--- src/rtl/input_conditioner_pkg.sv ---
`default_nettype none
// ============================================================================
// Module  : input_conditioner_pkg
// Purpose : Shared constants and the width helper for the input conditioner
//           and its per-channel debounce slice.
// Rev     : 1.0  initial release
// ============================================================================
package input_conditioner_pkg;

    localparam int c_DEF_SAMPLE_PERIOD = 1000;
    localparam int c_DEF_STABLE_COUNT  = 8;
    localparam int c_MIN_STAGES        = 2;
    localparam int c_MAX_STAGES        = 4;

    // Bits needed to hold values 0..value-1, never less than one bit.
    function automatic int clog2_min1(input int value);
        int bits;
        bits = 0;
        for (int v = value - 1; v > 0; v = v >> 1) begin
            bits = bits + 1;
        end
        return (bits < 1) ? 1 : bits;
    endfunction

endpackage : input_conditioner_pkg
`default_nettype wire

--- src/rtl/input_conditioner_debounce_channel.sv ---
`default_nettype none
// ============================================================================
// Module  : debounce_channel
// Purpose : One conditioner slice: STAGES-deep synchronizer, tick-sampled
//           stable counter holding the debounced level, and a one-cycle
//           delayed copy of that level for edge detection.
// Rev     : 1.0  initial release
// ============================================================================
module debounce_channel
    import input_conditioner_pkg::*;
#(
    parameter int STAGES       = 2,
    parameter int STABLE_COUNT = c_DEF_STABLE_COUNT
) (
    input  logic clk,
    input  logic rst_n,
    input  logic async_in,
    input  logic tick,
    output logic sync_out,
    output logic level_out,
    output logic level_q
);

    localparam int                  c_CNT_W    = clog2_min1(STABLE_COUNT + 1);
    localparam logic [c_CNT_W-1:0]  c_CNT_LAST = c_CNT_W'(STABLE_COUNT - 1);
    localparam logic [c_CNT_W-1:0]  c_CNT_ONE  = c_CNT_W'(1);

    logic [STAGES-1:0]  r_sync;
    logic [c_CNT_W-1:0] r_cnt;
    logic               r_level;
    logic               r_level_q;

    // Shift the raw pin through the synchronizer chain; oldest stage is the output.
    always_ff @(posedge clk) begin
        if (!rst_n) begin
            r_sync <= '0;
        end else begin
            r_sync <= {r_sync[STAGES-2:0], async_in};
        end
    end

    // On each sample tick, count consecutive samples that disagree with the level.
    always_ff @(posedge clk) begin
        if (!rst_n) begin
            r_cnt   <= '0;
            r_level <= 1'b0;
        end else if (tick) begin
            if (r_sync[STAGES-1] == r_level) begin
                r_cnt <= '0;
            end else if (r_cnt == c_CNT_LAST) begin
                r_level <= r_sync[STAGES-1];
                r_cnt   <= '0;
            end else begin
                r_cnt <= r_cnt + c_CNT_ONE;
            end
        end
    end

    // Delayed level copy so edges come from two registers, never from logic.
    always_ff @(posedge clk) begin
        if (!rst_n) begin
            r_level_q <= 1'b0;
        end else begin
            r_level_q <= r_level;
        end
    end

    assign sync_out  = r_sync[STAGES-1];
    assign level_out = r_level;
    assign level_q   = r_level_q;

endmodule : debounce_channel
`default_nettype wire

--- src/rtl/input_conditioner.sv ---
`default_nettype none
// ============================================================================
// Module  : input_conditioner
// Purpose : WIDTH-channel synchronizer + debouncer + edge detector for
//           asynchronous board inputs. One shared sample-tick counter drives
//           every channel.
// Options : INPUT_COND_FALL_EDGE_EN adds the fall_pulse output.
// Rev     : 1.0  initial release
// ============================================================================
module input_conditioner
    import input_conditioner_pkg::*;
#(
    parameter int WIDTH         = 1,
    parameter int STAGES        = 2,
    parameter int SAMPLE_PERIOD = c_DEF_SAMPLE_PERIOD,
    parameter int STABLE_COUNT  = c_DEF_STABLE_COUNT
) (
    input  logic             clk,
    input  logic             rst_n,
    input  logic [WIDTH-1:0] async_in,
    output logic [WIDTH-1:0] sync_out,
    output logic [WIDTH-1:0] level_out,
`ifdef INPUT_COND_FALL_EDGE_EN
    output logic [WIDTH-1:0] fall_pulse,
`endif
    output logic [WIDTH-1:0] rise_pulse
);

    localparam int                   c_TICK_W    = clog2_min1(SAMPLE_PERIOD);
    localparam logic [c_TICK_W-1:0]  c_TICK_LAST = c_TICK_W'(SAMPLE_PERIOD - 1);
    localparam logic [c_TICK_W-1:0]  c_TICK_ONE  = c_TICK_W'(1);

    // Reject illegal configurations at elaboration time.
    if (STAGES < c_MIN_STAGES || STAGES > c_MAX_STAGES) begin : g_bad_stages
        $error("input_conditioner: STAGES must be in 2..4");
    end
    if (SAMPLE_PERIOD < 1) begin : g_bad_sample_period
        $error("input_conditioner: SAMPLE_PERIOD must be >= 1");
    end
    if (STABLE_COUNT < 1) begin : g_bad_stable_count
        $error("input_conditioner: STABLE_COUNT must be >= 1");
    end

    logic [c_TICK_W-1:0] r_tick_cnt;
    logic                w_tick;
    logic [WIDTH-1:0]    w_level_q;

    assign w_tick = (r_tick_cnt == c_TICK_LAST);

    // Free-running sample counter, wraps after SAMPLE_PERIOD cycles.
    always_ff @(posedge clk) begin
        if (!rst_n) begin
            r_tick_cnt <= '0;
        end else if (w_tick) begin
            r_tick_cnt <= '0;
        end else begin
            r_tick_cnt <= r_tick_cnt + c_TICK_ONE;
        end
    end

    for (genvar gi = 0; gi < WIDTH; gi++) begin : g_channel
        debounce_channel #(
            .STAGES       (STAGES),
            .STABLE_COUNT (STABLE_COUNT)
        ) u_channel (
            .clk       (clk),
            .rst_n     (rst_n),
            .async_in  (async_in[gi]),
            .tick      (w_tick),
            .sync_out  (sync_out[gi]),
            .level_out (level_out[gi]),
            .level_q   (w_level_q[gi])
        );
    end

    assign rise_pulse = level_out & ~w_level_q;
`ifdef INPUT_COND_FALL_EDGE_EN
    assign fall_pulse = ~level_out & w_level_q;
`endif

endmodule : input_conditioner
`default_nettype wire

--- config.mk ---
export PLATFORM = sky130hd
export DESIGN_NAME = input_conditioner
export DESIGN_NICKNAME = d
export VERILOG_FILES = /design/src/rtl/input_conditioner_pkg.sv /design/src/rtl/input_conditioner_debounce_channel.sv /design/src/rtl/input_conditioner.sv
export SDC_FILE = /design/constraint.sdc
export NUM_CORES = 1
export LEC_CHECK = 0
export CAP_MARGIN = 20
export CORE_AREA = 5 5 47 49
export DETAILED_ROUTE_END_ITERATION = 16
export DIE_AREA = 0 0 52 54
export PLACE_DENSITY = 0.72
export SYNTH_ARGS = -nofsm -noshare
export SYNTH_HDL_FRONTEND = slang
export SYNTH_SLANG_ARGS = --single-unit
--- constraint.sdc ---
create_clock -name clk -period 1.73 [get_ports clk]
set_input_delay 0.346 -clock clk [delete_from_list [all_inputs] [get_ports clk]]
set_output_delay 0.346 -clock clk [all_outputs]
set_load 0.05 [all_outputs]
# == Yosys cells after proc, flatten, opt, wreduce, memory -nomap -nowiden ==
# Index checks and enable logic that the tools add are counted.
# Widths: inputs -> output; s select.
# word_totals
out_inout_bits,3
wordCells,18
mem_count,0
inputBits,3
rom_bits,0
ramBits,0
latch_bits,0
regBits,18
# op_classes
reduce_logical,2
div_mod_pow,0
order_cmp,0
add_sub_neg,2
shift,0
n_bitwise,4
eq_ne,3
n_mul,0
mux,2
# op_table
operator,count
$add 10x1->10 const B,1
$eq 10x10->1 const B,1
$mux 4,2
$add 4x1->4 const B,1
$eq 4x3->1 const B,1
$not 1->1,3
$reduce_and 3->1,1
$reduce_or 2->1,1
$and 1x1->1,1
$eq 1x1->1,1

# == Longest topological paths before layout ==
# depth
word_depth,3
ltp_mapped,5
depth_no_buf,5

# == Modules after synthesis ==
# A second synthesis with hierarchy kept.
# unflattened
hier_cells,83
hier_area_um2,789.5
# modules_own_cells
module,n_inst,area_per_inst_um2,seq_area_each_um2,cells_each
input_conditioner,1,486.7,200.2,55
debounce_channel,1,302.8,160.2,28

# == Least setup slack after synthesis ==
# No wires, ideal clock.
# synth_timing
kind,register -> output
startpoint,register g_channel[0].u_channel.r_level
endpoint,output port rise_pulse
path_stages_with_launch,2
t_required_ps,1384
n_path_buf,0
path_slack_ps,-52
arrival_ps,1436
path_cell_list,dfxtp_1 > nor2b_1
# synth_between
elab_chain_len,1
# synth_lines
item,line_no,text
start: declaration,input_conditioner_debounce_channel.sv:30,logic r_level;
start signal: assignment,input_conditioner_debounce_channel.sv:51,r_level <= r_sync[STAGES-1];
$and 1x1->1,input_conditioner.sv:76,assign rise_pulse = level_out & ~w_level_q;
end: declaration,input_conditioner.sv:26,output logic [WIDTH-1:0] rise_pulse
# Every way passes these cells.

# == Worst setup path after layout ==
# layout_timing
startpoint,register r_tick_cnt[0]
endpoint,register g_channel[0].u_channel.r_level
# layout_between
elab_chain_len,2
# layout_lines
item,line_no,text
start: declaration,input_conditioner.sv:44,logic [c_TICK_W-1:0] r_tick_cnt;
start signal: assignment,input_conditioner.sv:57,r_tick_cnt <= r_tick_cnt + c_TICK_ONE;
$eq 10x10->1,input_conditioner.sv:48,assign w_tick = (r_tick_cnt == c_TICK_LAST);
$reduce_and 3->1 (no line),--,
# Every way passes these cells.
# A chain may end at the register's enable or synchronous reset.

==> run_results.csv <==
group,metric,value,unit
run_status,status,"complete, no violations",
synth,synthArstFlopShare,0,%
route,wl_per_cell,10.76,µm
setup_path,slowest_delay,0.36,ns
placement,hpwl,988.1,µm
die,fp.dieH,54,µm
setup_path,path_buf_inv,0,
setup_path,path_cells,"ha_1 > and4bb_4 > nand3_4 > o21ai_0 > o31ai_1",
route,firstDrtPassIters,4,
setup_path,cpMaxStageDelayCell,"dfxtp_1",
worst_hold_path,hp-class,"flop to flop",
timing,fin_ws,0.2863,ns
timing,rsz0062_at_grt,"false",
route,drt_iter0_drc,12,
setup_path,start_kind,"flop",
placement,port_buffers,5,
synth,synth_cell_types,28,
grt,grt_pass1_wl,2145,µm
placement,place_area,870.8,µm²
pwr,p_leak,0.0003500,µW
setup_path,critPathLaunch,"r_tick_cnt[0]",
cts,cts_resized,0,
route,drc,0,
cts,cts-buffers-inserted,3,
die,initial_core_util,42.79,%
timing,relSlewSlack,70.90,%
synth,synthTopCellsByArea,"dfxtp_1, nor2_1, xnor2_1",
pwr,power_density,780.6,nW/µm²
synth,synth_cells,84,
route,final_antenna_net_count,0,
synth,syn_area,779.5,µm²
worst_hold_path,min_from,"g_channel[0].u_channel.r_sync[0]",
final_layout,nFillCells,172,
placement,dp.cells,116,
synth,avgSynthCellArea,9.280,µm²
placement,dp_slack,0.2879,ns
cts,cts_buffer_depth,2,
synth,ys.warnings.count,0,
cts,post_cts_buffers,0,
timing,fin_skew,0.005531,ns
setup_path,r2r_start,"r_tick_cnt[0]",
synth,synth-main-ff-cell,"dfxtp_1",
timing,finalSetupViolCount,0,
route,dr_total_vias,589,
timing,fin_crit,1.444,ns
synth,synth_largest_area_cell,"dfxtp_1",
placement,gp_congestion,0.7726,
setup_path,crit_fanout,9,
cts,postCtsHoldBufs,0,
die,dieArea,2808,µm²
die,rows,16,
setup_path,cp.arrival,1.62,ns
timing,hold_violations,0,
die,core,1822,µm²
pwr,vdd_drop_max,0.0005420,V
timing,worstMarginPinSlew,0.4350,ns
route,via_per_inst,4.908,
final_layout,fin_cells,120,
timing,setup_tns,0,ns
timing,max_freq,692.7,MHz
synth,synth_edf_count,0,
grt,antenna_found_initial,0,
cts,cts_sinks,18,
cts,cts_tree,"yes",
synth,synth_seq_cells,18,
route,postRouteWirelength,1291,µm
grt,grt_pass1_vias,530,
timing,drv_slew,0,
final_layout,fin_nets,99,
final_layout,diodes,0,
die,ioPinCount,6,
timing,fin_crit_sh,83.45,%
setup_path,crit_required,1.91,ns
final_layout,drive_gt1_share,15.05,%
setup_path,critPathKind,"flop to flop",
synth,syn_nets,89,
setup_path,cpLargestDelayFamily,"simple AND/OR/NAND/NOR gates",
cts,clk_pin_slew_worst_paths,0.10,ns
final_layout,stdcell_area,907.1,µm²
cts,clk_latency,0.28,ns
grt,track_usage,10.13,%
setup_path,end_kind,"flop",
synth,synth_top_area_share,46.23,%
grt,grt_max_degree,11,
cts,root_buffer,"clkbuf_4",
cts,htree_levels,1,
die,chipWidth,52,µm
grt,gr-total-overflow,0,
synth,yosysSeqAreaShare,46.23,%
final_layout,area_growth,16.37,%
flow_run,max_cap_violations,0,
[registers in the layout, summed over array words and instances, names as in the netlist]
register                       count
r_tick_cnt                        10
g_channel.u_channel.level_out      1
g_channel.u_channel.r_sync         2
g_channel.u_channel.r_cnt          4
g_channel.u_channel.level_q        1
[cell families after synthesis]
family,after synthesis,share of synthesized area (%)
xor+xnor,7,7.865
fa+ha+maj,2,3.210
compound gates,12,9.151
simple gates,42,31.62
flops,18,46.23
buf+inv,3,1.927
[stage by stage]
| stage | util (%) | hold slack (ns) | power [µW] |
|---|---|---|---|
| after floorplan | - | 0.4119 | 459.1 |
| after global placement | 47.80 | 0.4161 | 469.3 |
| after detailed placement | 47.80 | 0.4328 | 471.1 |
| after CTS | 49.79 | 0.4566 | 718.1 |
| after global routing | 49.79 | 0.4686 | 741.4 |
| final | 49.79 | 0.4517 | 708.1 |
[Yosys cell counts, drive strengths merged, types with 2 or more instances]
library cell,n
xor2,3
dfxtp,18
o21ai,4
a21oi,4
ha,2
and2,4
nand3,6
xnor2,4
nand4,2
and3,3
inv,2
nand2,8
nor2,11
[power breakdown]
part | internal [µW] | switching [µW] | total, µW | leakage (µW)
sequential | 422 | 6.08 | 428 | 0.000146
clock | 128 | 119 | 247 | 0.0000210
combinational | 15.0 | 17.8 | 32.8 | 0.000183
[metal layers]
layer  vias to the layer above  share of wire, %  global-route usage [%]  routed length [µm]
met4                         0                 0                   1.310                   0
met1                       273                46                   10.82                 589
met2                         8                50                   18.41                 650
met3                         0               4.0                   4.986                  51
li1                        308                 -                       -                   -
met5                         -                 0                       0                   0
[final timing paths]
| path | end | slack, ns | depth (start not counted) |
|---|---|---|---|
| hold reg to reg | g_channel[0].u_channel.r_sync[1] | 0.45 | 1 |
| hold / removal | g_channel[0].u_channel.r_sync[1] | 0.45 | 1 |
| setup reg to reg | g_channel[0].u_channel.level_out | 0.29 | 5 |
| setup / recovery | g_channel[0].u_channel.level_out | 0.29 | 5 |
[cells in the final DEF, fill, tap and decap left out, types with 2 or more instances in the layout]
master / instances
nor2_1: 11
clkdlybuf4s50_1: 2
and3_1: 2
inv_1: 2
xor2_1: 3
nand2_1: 8
a21oi_1: 4
nand4_1: 2
dfxtp_1: 18
and2_1: 4
xnor2_1: 4
buf_4: 3
clkbuf_4: 3
o21ai_0: 4
ha_1: 2
nand3_1: 5
[layout make-up]
cell class                 instances  area [µm²]  share of cell area (%)
tap                               27       33.78                   3.724
clock buffer                       4       36.28                   4.000
sequential                        18       360.3                   39.72
inverter                           2       7.507                  0.8276
timing repair buffer               6       62.56                   6.897
multi-input combinational         63       406.6                   44.83
No activity file was read; power rests on OpenSTA's default activity.
